## config.mk

```make
export PLATFORM = sky130hd
export DESIGN_NAME = tile_hit_detector
export DESIGN_NICKNAME = d
export VERILOG_FILES = /design/src/rtl/tile_hit_detector_pkg.sv /design/src/rtl/tile_priority_enc.sv /design/src/rtl/tile_hit_detector.sv
export SDC_FILE = /design/constraint.sdc
export NUM_CORES = 1
export LEC_CHECK = 0
export BUFFER_PORTS_ARGS = -buffer_cell sky130_fd_sc_hd__buf_2
export CAP_MARGIN = 20
export CORE_UTILIZATION = 48
export DETAILED_ROUTE_END_ITERATION = 8
export GPL_TIMING_DRIVEN = 0
export HOLD_SLACK_MARGIN = 0.06
export PLACE_DENSITY = 0.77
export SYNTH_ARGS = -nofsm -noshare
export SYNTH_HDL_FRONTEND = slang
export SYNTH_SLANG_ARGS = --single-unit
```

## constraint.sdc

```tcl
create_clock -name clk -period 4.47 [get_ports clk]
set_input_delay 0.894 -clock clk [delete_from_list [all_inputs] [get_ports clk]]
set_output_delay 0.894 -clock clk [all_outputs]
set_load 0.02 [all_outputs]
```

## src/rtl/tile_hit_detector_pkg.sv

```systemverilog
// Shared game definitions for the tile hit detector: lane count, field widths,
// hit-FSM state encoding and a saturating counter helper.
package tile_hit_detector_pkg;

    localparam int NUM_TILES  = 4;
    localparam int TILE_IDX_W = 2;
    localparam int RGB_W      = 8;

    typedef enum logic [1:0] {
        ST_ARMED    = 2'd0,
        ST_LATCHED  = 2'd1,
        ST_COOLDOWN = 2'd2
    } hit_state_t;

    function automatic logic [7:0] sat_inc8(input logic [7:0] value);
        return (value == 8'hFF) ? value : value + 8'd1;
    endfunction

endpackage

```

## src/rtl/tile_priority_enc.sv

```systemverilog
// Lowest-index-first priority encoder over the four tile drawing requests.
module tile_priority_enc
    import tile_hit_detector_pkg::*;
(
    input  logic [3:0]            i_vec,
    output logic [TILE_IDX_W-1:0] o_index,
    output logic                  o_valid
);

    always_comb begin
        // NOTE: every output gets a default first so no path leaves it unassigned (no latch).
        o_index = '0;
        o_valid = 1'b0;
        if (i_vec[0]) begin
            o_index = 2'd0;
            o_valid = 1'b1;
        end else if (i_vec[1]) begin
            o_index = 2'd1;
            o_valid = 1'b1;
        end else if (i_vec[2]) begin
            o_index = 2'd2;
            o_valid = 1'b1;
        end else if (i_vec[3]) begin
            o_index = 2'd3;
            o_valid = 1'b1;
        end
    end

endmodule

```

## src/rtl/tile_hit_detector.sv

```systemverilog
// Merges tile lanes into one registered pixel stream and reports at most one
// player/tile collision per frame, followed by a frame-counted cooldown.
module tile_hit_detector #(
    parameter int COOLDOWN_FRAMES = 15,
    parameter int NUM_TILES       = tile_hit_detector_pkg::NUM_TILES
) (
    input  logic                                       clk,
    input  logic                                       resetN,
    input  logic                                       startOfFrame,
    input  logic                                       startOfLevel,
    input  logic                                       playerDR,
    input  logic [NUM_TILES-1:0]                       tileDRVector,
    input  logic [NUM_TILES-1:0][tile_hit_detector_pkg::RGB_W-1:0] tileRGBVector,
    output logic                                       tilesDR,
    output logic [tile_hit_detector_pkg::RGB_W-1:0]    tilesRGB,
    output logic                                       tileHitPulse,
    output logic [tile_hit_detector_pkg::TILE_IDX_W-1:0] hitTileIndex,
    output logic [7:0]                                 hitCount
);

    import tile_hit_detector_pkg::*;

    localparam logic [7:0] COOLDOWN_LOAD = 8'(COOLDOWN_FRAMES);

    logic [TILE_IDX_W-1:0] w_first_idx;
    logic                  w_first_valid;
    logic                  w_collision;

    hit_state_t            r_state;
    logic [TILE_IDX_W-1:0] r_latched_idx;
    logic [7:0]            r_frame_cnt;
    logic                  r_tiles_dr;
    logic [RGB_W-1:0]      r_tiles_rgb;
    logic                  r_hit_pulse;
    logic [TILE_IDX_W-1:0] r_hit_idx;
    logic [7:0]            r_hit_count;

    // One encoder feeds both the RGB mux and the index captured on a collision.
    tile_priority_enc u_prio (
        .i_vec   (tileDRVector),
        .o_index (w_first_idx),
        .o_valid (w_first_valid)
    );

    assign w_collision = playerDR && w_first_valid;

    // NOTE: sequential state uses non-blocking assignments so every flop samples pre-edge values.
    always_ff @(posedge clk or negedge resetN) begin
        if (!resetN) begin
            r_tiles_dr  <= 1'b0;
            r_tiles_rgb <= '0;
        end else begin
            r_tiles_dr  <= w_first_valid;
            r_tiles_rgb <= w_first_valid ? tileRGBVector[w_first_idx] : '0;
        end
    end

    always_ff @(posedge clk or negedge resetN) begin
        if (!resetN) begin
            r_state       <= ST_ARMED;
            r_latched_idx <= '0;
            r_frame_cnt   <= '0;
            r_hit_pulse   <= 1'b0;
            r_hit_idx     <= '0;
            r_hit_count   <= '0;
        end else if (startOfLevel) begin
            // Level start dominates a coincident frame start and drops any pending report.
            r_state     <= ST_ARMED;
            r_frame_cnt <= '0;
            r_hit_pulse <= 1'b0;
            r_hit_count <= '0;
        end else begin
            r_hit_pulse <= 1'b0;
            unique case (r_state)
                ST_ARMED: begin
                    if (w_collision) begin
                        r_latched_idx <= w_first_idx;
                        r_state       <= ST_LATCHED;
                    end
                end
                ST_LATCHED: begin
                    if (startOfFrame) begin
                        r_hit_pulse <= 1'b1;
                        r_hit_idx   <= r_latched_idx;
                        r_hit_count <= sat_inc8(r_hit_count);
                        r_frame_cnt <= COOLDOWN_LOAD;
                        r_state     <= (COOLDOWN_LOAD == 8'd0) ? ST_ARMED : ST_COOLDOWN;
                    end
                end
                ST_COOLDOWN: begin
                    // Treating 0 like 1 keeps the counter from ever wrapping.
                    if (startOfFrame) begin
                        if (r_frame_cnt <= 8'd1) begin
                            r_frame_cnt <= '0;
                            r_state     <= ST_ARMED;
                        end else begin
                            r_frame_cnt <= r_frame_cnt - 8'd1;
                        end
                    end
                end
                default: r_state <= ST_ARMED;
            endcase
        end
    end

    assign tilesDR      = r_tiles_dr;
    assign tilesRGB     = r_tiles_rgb;
    assign tileHitPulse = r_hit_pulse;
    assign hitTileIndex = r_hit_idx;
    assign hitCount     = r_hit_count;

endmodule

```

==> impl_metrics.json, run 1 <==
{
  "finalSetupViolations": 0,
  "grt_max_degree": 33,
  "synthTopCellsByArea": "dfrtp_1 46%, o31ai_1 5.2%, nand2_1 4.1%",
  "hold_start": "hitTileIndex[1]$_DFFE_PN0P_",
  "hold_violations": 0,
  "irDropWorstVdd_uv": 179,
  "cts-resized-gates": 0,
  "grt-ovfl-total": 0,
  "cp_max_fo": 8,
  "core_area_um2": 3420,
  "cts_hold_buf": 0,
  "final_antenna_net_count": 0,
  "drtIter0Drc": 105,
  "io_buffers": 56,
  "ys_types": 42,
  "numCtsBuffers": 5,
  "cts_tree": "built",
  "fillCellCount": 313,
  "hp-class": "flip-flop to flip-flop",
  "grt_pass1_wl_mm": 6.69,
  "ios": 61,
  "cp-startpoint": "r_frame_cnt[0]$_DFFE_PN0P_",
  "htreeDepth": 2,
  "area_growth_pct": 22.7,
  "track_usage_pct": 22.1,
  "reg2reg_depth": 6,
  "critPathLaunchType": "flip-flop",
  "clock_latency_ns": 0.32,
  "synth_area_leader_cell": "dfrtp_1",
  "dp_hpwl_mm": 2.89,
  "worst_pin_slew_ns": 0.781,
  "post_cts_buffers": 0,
  "crit_slowest_cell": "dfrtp_1",
  "max_freq_mhz": 529,
  "worstSetupPathType": "flip-flop to flip-flop",
  "path_buf_inv": 1,
  "status": "finished clean",
  "max_slew_margin_pct": 47.4,
  "path_cells": "inv_1, ha_1, or2_2, nand3_1, or3b_1, a31oi_1",
  "finalNetCount": 293,
  "power.density_nw_per_um2": 310,
  "dpl_cell_area_um2": 2080,
  "clk_path_buf_depth": 2,
  "critical-path-top-delay-family": "simple AND/OR/NAND/NOR gates",
  "vias_per_cell": 5.63,
  "placement_rows": 21,
  "stdcell_area_um2": 2140,
  "cts_root_buffer": "clkbuf_4",
  "dieHeight_um": 62.3,
  "arrival_ns": 2.14,
  "synth_top_area_share_pct": 45.9,
  "seq_area_um2": 801,
  "syn_area_um2": 1740,
  "final_layout_size_suffix_gt1_share_pct": 29.6,
  "firstDrtPassIters": 4,
  "place_inst": 288,
  "ys_seq_elements": 32,
  "p_leak_nw": 1.00,
  "slowest_delay_ns": 0.44,
  "gp_congestion": 0.797,
  "r2r_end": "r_frame_cnt[2]$_DFFE_PN0P_",
  "yosys_warnings": 0,
  "reg2reg_from": "r_frame_cnt[0]$_DFFE_PN0P_",
  "rsz0062_at_grt": "no",
  "clk_pin_slew_ns": 0.09,
  "antenna_found_initial": 0,
  "vias": 1666,
  "die_area_um2": 3880,
  "slew_viol_final": 0,
  "stdcell_count": 296,
  "synth_fp_nets": 230,
  "grt_pass1_vias": 1507,
  "hold-path-endpoint": "hitTileIndex[1]$_DFFE_PN0P_",
  "required_ns": 4.72,
  "multi_input_comb_area_um2": 857,
  "min_delay_path_depth": 1,
  "yosysSeqAreaShare_pct": 45.9,
  "netlist_instances": 186,
  "maxCapViolations": 0,
  "fin_crit_sh_pct": 42.3,
  "route.detailed.drc": 0,
  "finClkSkew_ns": 0.00862,
  "holdWs_ns": 0.518,
  "min_period_ns": 1.89,
  "die_w_um": 62.3,
  "cts.sinks": 32,
  "diodes": 0,
  "wl_per_cell_um": 13.2,
  "initial_core_util_pct": 51.1,
  "r2r_setup_slack_ns": 2.58,
  "setup_tns_ns": 0,
  "synth.avg_cell_area_um2": 9.38,
  "routed_wl_mm": 3.92,
  "end_kind": "flip-flop"
}
routing by layer:
metal	wire, um	vias up	share of wire [%]	GRT usage, %
met4	22	0	0.56	5.81
li1	-	809	-	-
met5	0	-	0	0
met2	1890	70	48	36.3
met1	1740	785	44	28.7
met3	265	2	6.8	6.07
cells by family (layout without fill, tap and decap cells):
family                     count (synthesis)  after routing  share of synthesized area, %
DFF                                       32             32                          45.9
muxes                                      5              5                          3.16
and+or+nand+nor                           77             77                          23.1
adders and majority gates                  3              3                          2.15
AOI/OAI and AO/OA                         47             47                          19.2
xor gates and xnor gates                   3              3                          1.51
buffers and inverters                     19             83                          4.95
report_power, final:
group	internal, W	total (W)	leakage, nW	switching (W)
combinational	0.0000675	0.000166	0.553	0.0000989
sequential	0.000314	0.000328	0.419	0.0000142
clock	0.0000776	0.000170	0.0326	0.0000921
total	0.000459	0.000664	1.00	0.000205
layout by cell type (no fill, tap or decap), types with 4 or more instances in the layout:
| cell | Yosys | routed |
|---|---|---|
| clkbuf_1 | 8 | 10 |
| o31ai_1 | 12 | 12 |
| nand2_1 | 19 | 19 |
| nand3_1 | 8 | 8 |
| dfrtp_1 | 32 | 32 |
| buf_2 | 0 | 56 |
| clkbuf_4 | 0 | 5 |
| nor2_1 | 13 | 13 |
| a221oi_1 | 8 | 8 |
| nor2b_1 | 10 | 10 |
| mux2_2 | 4 | 4 |
| a21oi_1 | 12 | 12 |
| nor3_1 | 7 | 7 |
| inv_1 | 8 | 8 |
state kept, by name, indices dropped and copies added (netlist names):
signal / cells
hitCount: 8
r_frame_cnt: 8
tilesRGB: 8
hitTileIndex: 2
r_latched_idx: 2
r_state: 2
tileHitPulse: 1
tilesDR: 1
cell type report:
class                      instances  area share (%)
buffer                            11            2.63
tap                               46            2.69
clock buffer                       8            2.75
sequential                        32            37.4
timing repair buffer              56            13.1
inverter                           8            1.40
multi-input combinational        135            40.0
Yosys cell counts:
cell type / number
or3b_2: 1
mux2i_1: 1
o21bai_1: 1
a221oi_1: 8
nor2b_1: 10
o211ai_1: 1
or2b_1: 1
nand2b_1: 1
nor2_1: 13
and3b_2: 1
o21ai_0: 3
nand4_1: 2
o22ai_1: 1
or3_2: 1
mux2_2: 4
or4_1: 2
nand2_1: 19
nor4_1: 3
o2111ai_1: 1
o31ai_1: 12
o32ai_1: 1
a32oi_1: 1
buf_6: 1
nand3_1: 8
inv_1: 8
nor3_1: 7
a211oi_1: 2
xor2_1: 3
a2111oi_0: 1
or3b_1: 1
and3_1: 1
nand3b_1: 3
ha_1: 3
nor4b_1: 1
buf_4: 2
dfrtp_1: 32
clkbuf_1: 8
or3_1: 1
a31oi_1: 2
a21oi_1: 12
or2_2: 1
o21ai_4: 1
per-stage QoR:
step,util [%],setup slack (ns),power [W]
final,62.7,2.58,0.000664
after global routing,62.7,2.44,0.000705
after CTS,62.7,2.58,0.000670
after detailed placement,61.0,2.36,0.000500
after global placement,61.0,2.39,0.000497
after floorplan,-,2.48,0.000441
worst max path at each step:
stage,cells after the start,endpoint
finish,6,r_frame_cnt[2]$_DFFE_PN0P_
global route,4,r_frame_cnt[7]$_DFFE_PN0P_
CTS,6,r_frame_cnt[2]$_DFFE_PN0P_
detailed placement,5,tilesRGB[6]$_DFF_PN0_
global placement,6,r_latched_idx[0]$_DFFE_PN0P_
floorplan,5,hitCount[7]$_DFFE_PN0P_
(Power assumes the default switching activity.)
==> run 2, diff against run 1 <==
--- a/config.mk
+++ b/config.mk
@@ -7,11 +7,11 @@
 export LEC_CHECK = 0
 export BUFFER_PORTS_ARGS = -buffer_cell sky130_fd_sc_hd__buf_2
 export CAP_MARGIN = 20
-export CORE_UTILIZATION = 48
+export CORE_UTILIZATION = 45
 export DETAILED_ROUTE_END_ITERATION = 8
 export GPL_TIMING_DRIVEN = 0
 export HOLD_SLACK_MARGIN = 0.06
-export PLACE_DENSITY = 0.77
+export PLACE_DENSITY = 0.76
 export SYNTH_ARGS = -nofsm -noshare
 export SYNTH_HDL_FRONTEND = slang
 export SYNTH_SLANG_ARGS = --single-unit
==> constraint.sdc (replaced) <==
create_clock -name clk -period 1.6 [get_ports clk]
set_input_delay 0.32 -clock clk [delete_from_list [all_inputs] [get_ports clk]]
set_output_delay 0.32 -clock clk [all_outputs]
set_load 0.02 [all_outputs]
==> impl_metrics.json, run 2 (synthesized netlist as in run 1, its figures left out) <==
{
  "grt_max_degree": 33,
  "dp_hpwl_mm": 2.90,
  "min_period_ns": 1.69,
  "worst_pin_slew_ns": 0.700,
  "end_kind": "flip-flop",
  "area_growth_pct": 38.7,
  "grt_pass1_wl_mm": 7.02,
  "slew_viol_final": 0,
  "cts_tree": "built",
  "crit_slowest_cell": "dfrtp_1",
  "fin_crit_sh_pct": 105,
  "slowest_delay_ns": 0.43,
  "required_ns": 1.78,
  "route.detailed.drc": 0,
  "r2r_end": "r_frame_cnt[3]$_DFFE_PN0P_",
  "final_layout_size_suffix_gt1_share_pct": 39.8,
  "finClkSkew_ns": 0.00248,
  "r2r_setup_slack_ns": -0.09,
  "power.density_nw_per_um2": 1000,
  "die_w_um": 64.3,
  "max_freq_mhz": 593,
  "hp-class": "input port to async pin",
  "layout_setup_ws_ns": -0.0871,
  "cts.sinks": 32,
  "worstSetupPathType": "flip-flop to flip-flop",
  "reg2reg_from": "r_frame_cnt[0]$_DFFE_PN0P_",
  "grt_pass1_vias": 1603,
  "firstDrtPassIters": 4,
  "ios": 61,
  "core_area_um2": 3690,
  "dieHeight_um": 64.3,
  "grt-ovfl-total": 0,
  "holdWs_ns": 0.0833,
  "max_slew_margin_pct": 53.3,
  "final_antenna_net_count": 0,
  "clk_path_buf_depth": 2,
  "initial_core_util_pct": 47.3,
  "arrival_ns": 1.87,
  "critPathLaunchType": "flip-flop",
  "numCtsBuffers": 5,
  "path_cells": "buf_6, ha_4, or2_4, nand3_4, buf_4, buf_6, a21oi_2, o32ai_1",
  "cts_hold_buf": 0,
  "irDropWorstVdd_uv": 608,
  "routed_wl_mm": 4.46,
  "layout_common_cells": "56 x buf_2, 29 x dfrtp_1, 18 x nand2_1",
  "finalSetupViolations": 5,
  "clock_latency_ns": 0.28,
  "wl_per_cell_um": 14.4,
  "rsz0062_at_grt": "yes",
  "die_area_um2": 4130,
  "antenna_found_initial": 0,
  "track_usage_pct": 22.0,
  "cts_root_buffer": "clkbuf_8",
  "dpl_worst_slack_ns": -0.241,
  "violations": "setup timing",
  "hold_violations": 0,
  "final_common_cell": "buf_2",
  "cp_max_fo": 4,
  "finalNetCount": 304,
  "htreeDepth": 2,
  "p_leak_nw": 1.11,
  "status": "finished with violations",
  "vias_per_cell": 5.71,
  "fillCellCount": 302,
  "maxCapViolations": 0,
  "io_buffers": 56,
  "clk_pin_slew_ns": 0.07,
  "path_common_cell": "buf_6",
  "gp_congestion": 0.808,
  "drtIter0Drc": 94,
  "vias": 1764,
  "reg2reg_depth": 8,
  "placement_rows": 22,
  "diodes": 0
}
==> run 2: cell count changes in the layout (fill, tap and decap cells not counted), moves of 3 or more <==
| cell | delta |
|---|---|
| ha_1 | -3 |
| ha_4 | +3 |
| buf_4 | +9 |
| clkbuf_4 | -5 |
| clkbuf_8 | +6 |
| dfrtp_1 | -3 |
| dfrtp_2 | +3 |
| nor3_1 | -3 |
==> run 2: power breakdown <==
group          total [W]  switching, W  internal [W]
registers       0.000927     0.0000480      0.000879
clock network   0.000849      0.000299      0.000549
logic           0.000647      0.000342      0.000305
total            0.00242      0.000689       0.00173
==> run 2: layer usage <==
| layer | share of wire (%) | up-vias | routed length, um | track usage [%] |
|---|---|---|---|---|
| met2 | 51 | 88 | 2260 | 36.2 |
| met1 | 41 | 835 | 1820 | 27.1 |
| met5 | 0 | - | 0 | 0 |
| met3 | 6.7 | 10 | 299 | 6.07 |
| li1 | - | 831 | - | - |
| met4 | 1.6 | 0 | 72 | 8.89 |
==> run 2: timing repair <==
| item | 4_1_cts | 5_1_grt |
|---|---|---|
| pin swaps | 4 | 6 |
| buffers inserted | 8 | 3 |
| gates resized for setup | 9 | 14 |
| endpoints found under the setup margin | 7 | 13 |
==> run 2: metrics by stage <==
stage	util [%]	power (W)	TNS (ns)	instance area (um2)	cells
after floorplan	-	0.00125	-0.0484	1760	186
after global placement	57.0	0.00140	-0.436	2100	290
after detailed placement	57.0	0.00142	-0.657	2100	290
after CTS	63.0	0.00234	-0.0237	2320	306
after global routing	65.6	0.00254	-0.779	2420	309
final	65.6	0.00242	-0.216	2420	309
==> run 2: area by class of cell <==
type                       instances  area (um2)  area share, %
timing repair buffer              67         370           15.3
sequential                        32         805           33.3
clock buffer                       7        96.3           3.98
multi-input combinational        135         971           40.1
tap                               48        60.1           2.48
inverter                           8        30.0           1.24
buffer                            11        56.3           2.33
clock inverter                     1        30.0           1.24
==> run 2: critical path: cells and delay by family (launching register included) <==
kind	cells	cell delay [ns]
fa+ha+maj	1	0.14
compound gates	2	0.31
flops	1	0.43
simple gates	2	0.34
buf+inv	3	0.36
==> run 2: worst max path at each step <==
stage          slack (ns)                         end  cells after the start                       start
6_report            -0.09  r_frame_cnt[3]$_DFFE_PN0P_                      8  r_frame_cnt[0]$_DFFE_PN0P_
4_1_cts             -0.02  r_frame_cnt[2]$_DFFE_PN0P_                      6  r_frame_cnt[0]$_DFFE_PN0P_
5_1_grt             -0.15  r_frame_cnt[2]$_DFFE_PN0P_                      6  r_frame_cnt[0]$_DFFE_PN0P_
3_5_place_dp        -0.24  r_frame_cnt[6]$_DFFE_PN0P_                      6  r_frame_cnt[0]$_DFFE_PN0P_
3_3_place_gp        -0.16  r_frame_cnt[6]$_DFFE_PN0P_                      6  r_frame_cnt[0]$_DFFE_PN0P_
2_1_floorplan       -0.03  r_frame_cnt[2]$_DFFE_PN0P_                      6  r_frame_cnt[0]$_DFFE_PN0P_
==> run 3, diff against run 2 <==
--- a/config.mk
+++ b/config.mk
@@ -7,11 +7,12 @@
 export LEC_CHECK = 0
 export BUFFER_PORTS_ARGS = -buffer_cell sky130_fd_sc_hd__buf_2
 export CAP_MARGIN = 20
-export CORE_UTILIZATION = 45
+export CORE_UTILIZATION = 48
 export DETAILED_ROUTE_END_ITERATION = 8
 export GPL_TIMING_DRIVEN = 0
 export HOLD_SLACK_MARGIN = 0.06
-export PLACE_DENSITY = 0.76
+export PLACE_DENSITY = 0.77
+export SKIP_LAST_GASP = 1
 export SYNTH_ARGS = -nofsm -noshare
 export SYNTH_HDL_FRONTEND = slang
 export SYNTH_SLANG_ARGS = --single-unit
==> constraint.sdc (replaced) <==
create_clock -name clk -period 2 [get_ports clk]
set_input_delay 0.4 -clock clk [delete_from_list [all_inputs] [get_ports clk]]
set_output_delay 0.4 -clock clk [all_outputs]
set_load 0.02 [all_outputs]
==> impl_metrics.json, run 3 (synthesized netlist as in run 1, its figures left out) <==
{
  "r2r_setup_slack_ns": 0.17,
  "antenna_found_initial": 0,
  "layout_common_cells": "56 x buf_2, 32 x dfrtp_1, 19 x nand2_1",
  "final_common_cell": "buf_2",
  "dpl_worst_slack_ns": 0.120,
  "io_buffers": 56,
  "dp_hpwl_mm": 2.89,
  "area_growth_pct": 23.0,
  "fin_crit_sh_pct": 91.4,
  "p_clk_share_pct": 25.4,
  "track_usage_pct": 22.1,
  "routed_wl_mm": 3.98,
  "max_slew_margin_pct": 47.3,
  "rsz0062_at_grt": "yes",
  "end_kind": "flip-flop",
  "clock_latency_ns": 0.33,
  "die_area_um2": 3880,
  "max_freq_mhz": 547,
  "stdcell_count": 296,
  "cts_tree": "built",
  "hp-class": "input port to async pin",
  "layout_setup_ws_ns": 0.171,
  "firstDrtPassIters": 4,
  "finalPower_w": 0.00149,
  "arrival_ns": 2.07,
  "clk_pin_slew_ns": 0.10,
  "seqPwrFrac_pct": 49.1,
  "slowest_delay_ns": 0.50,
  "htreeDepth": 2,
  "vias_per_cell": 5.59,
  "wl_per_cell_um": 13.5,
  "critPathLaunchType": "flip-flop",
  "irDropWorstVdd_uv": 394,
  "finClkSkew_ns": 0.00899,
  "die_w_um": 62.3,
  "clk_path_buf_depth": 2,
  "grt_max_degree": 33,
  "finalNetCount": 293,
  "status": "finished clean",
  "p_sw_w": 0.000465,
  "p_leak_nw": 1.01,
  "dpl_cell_area_um2": 2080,
  "core_area_um2": 3420,
  "grt_pass1_wl_mm": 6.69,
  "switching_share_pct": 31.1,
  "path_buf_inv": 1,
  "ios": 61,
  "vias": 1654,
  "comb_power_share_pct": 25.4,
  "multi_input_comb_area_um2": 862,
  "placement_rows": 21,
  "seq_area_um2": 801,
  "stdcell_area_um2": 2150,
  "route.detailed.drc": 0,
  "slew_viol_final": 0,
  "worst_pin_slew_ns": 0.783,
  "grt_pass1_vias": 1507,
  "critical-path-top-delay-family": "simple AND/OR/NAND/NOR gates",
  "crit_slowest_cell": "or3b_2",
  "reg2reg_depth": 6,
  "power.density_nw_per_um2": 696,
  "drtIter0Drc": 98,
  "path_cells": "inv_1, ha_1, or3b_2, nor3_1, a32oi_1, o31ai_1",
  "post_cts_buffers": 0,
  "required_ns": 2.24,
  "hold_violations": 0,
  "worstSetupPathType": "flip-flop to flip-flop",
  "dieHeight_um": 62.3,
  "final_layout_size_suffix_gt1_share_pct": 30.0,
  "cp_max_fo": 6,
  "min_period_ns": 1.83,
  "grt-ovfl-total": 0,
  "finalSetupViolations": 0,
  "final_antenna_net_count": 0,
  "internal-power_w": 0.00103,
  "numCtsBuffers": 5,
  "cts_root_buffer": "clkbuf_4",
  "gp_congestion": 0.797,
  "diodes": 0,
  "initial_core_util_pct": 51.1,
  "cts.sinks": 32,
  "maxCapViolations": 0,
  "worst-path-stages": 6,
  "place_inst": 288,
  "fillCellCount": 313
}
run 3: path summary, 6_finish.rpt:
kind / start / to
min reg2reg: hitTileIndex[1]$_DFFE_PN0P_ / hitTileIndex[1]$_DFFE_PN0P_
min in group clk: tileRGBVector[2] / tilesRGB[2]$_DFF_PN0_
max in group asynchronous: resetN / r_latched_idx[0]$_DFFE_PN0P_
max reg2reg: r_frame_cnt[0]$_DFFE_PN0P_ / r_frame_cnt[6]$_DFFE_PN0P_
max: r_frame_cnt[0]$_DFFE_PN0P_ / r_frame_cnt[6]$_DFFE_PN0P_
min: resetN / hitCount[6]$_DFFE_PN0P_
run 3: power groups by stage:
stage               logic [W]  registers, W  clock network, W
floorplan            0.000201      0.000785                 0
global placement     0.000366      0.000745                 0
detailed placement   0.000371      0.000746                 0
CTS                  0.000374      0.000734          0.000389
global route         0.000419      0.000740          0.000421
finish               0.000379      0.000734          0.000380
run 3: per-stage QoR:
stage,util [%],hold WS [ns],TNS (ns)
6_report,62.8,0.104,0
5_1_grt,62.8,0.156,-0.0315
4_1_cts,62.7,0.125,0
3_5_place_dp,61.0,0.487,0
3_3_place_gp,61.0,0.490,0
2_1_floorplan,-,0.104,0
run 3: worst reg2reg max path, delay by kind of cell, from the launching register on:
| kind | cells | cell delay, ns |
|---|---|---|
| simple gates | 2 | 0.79 |
| flops | 1 | 0.44 |
| compound gates | 2 | 0.26 |
| fa+ha+maj | 1 | 0.18 |
| buf+inv | 1 | 0.10 |
run 3: routing by layer:
layer  wire length [um]  global-route usage (%)  part of all wire, %  vias to the layer above
met5                  0                       0                    0                        -
met4                 22                    5.81                 0.55                        0
met3                253                    6.07                  6.4                        2
met2               1970                    36.3                   49                       63
met1               1740                    28.7                   44                      782
li1                   -                       -                    -                      807
run 3: repair_timing:
action	4_1_cts	5_1_grt
gates resized for setup	0	1
endpoints found under the setup margin	0	2
hold buffers	0	0
run 3: layout make-up:
class | count | share of cell area (%)
sequential | 32 | 37.3
timing repair buffer | 56 | 13.1
inverter | 8 | 1.40
tap | 46 | 2.68
buffer | 11 | 2.62
clock buffer | 8 | 2.74
multi-input combinational | 135 | 40.2
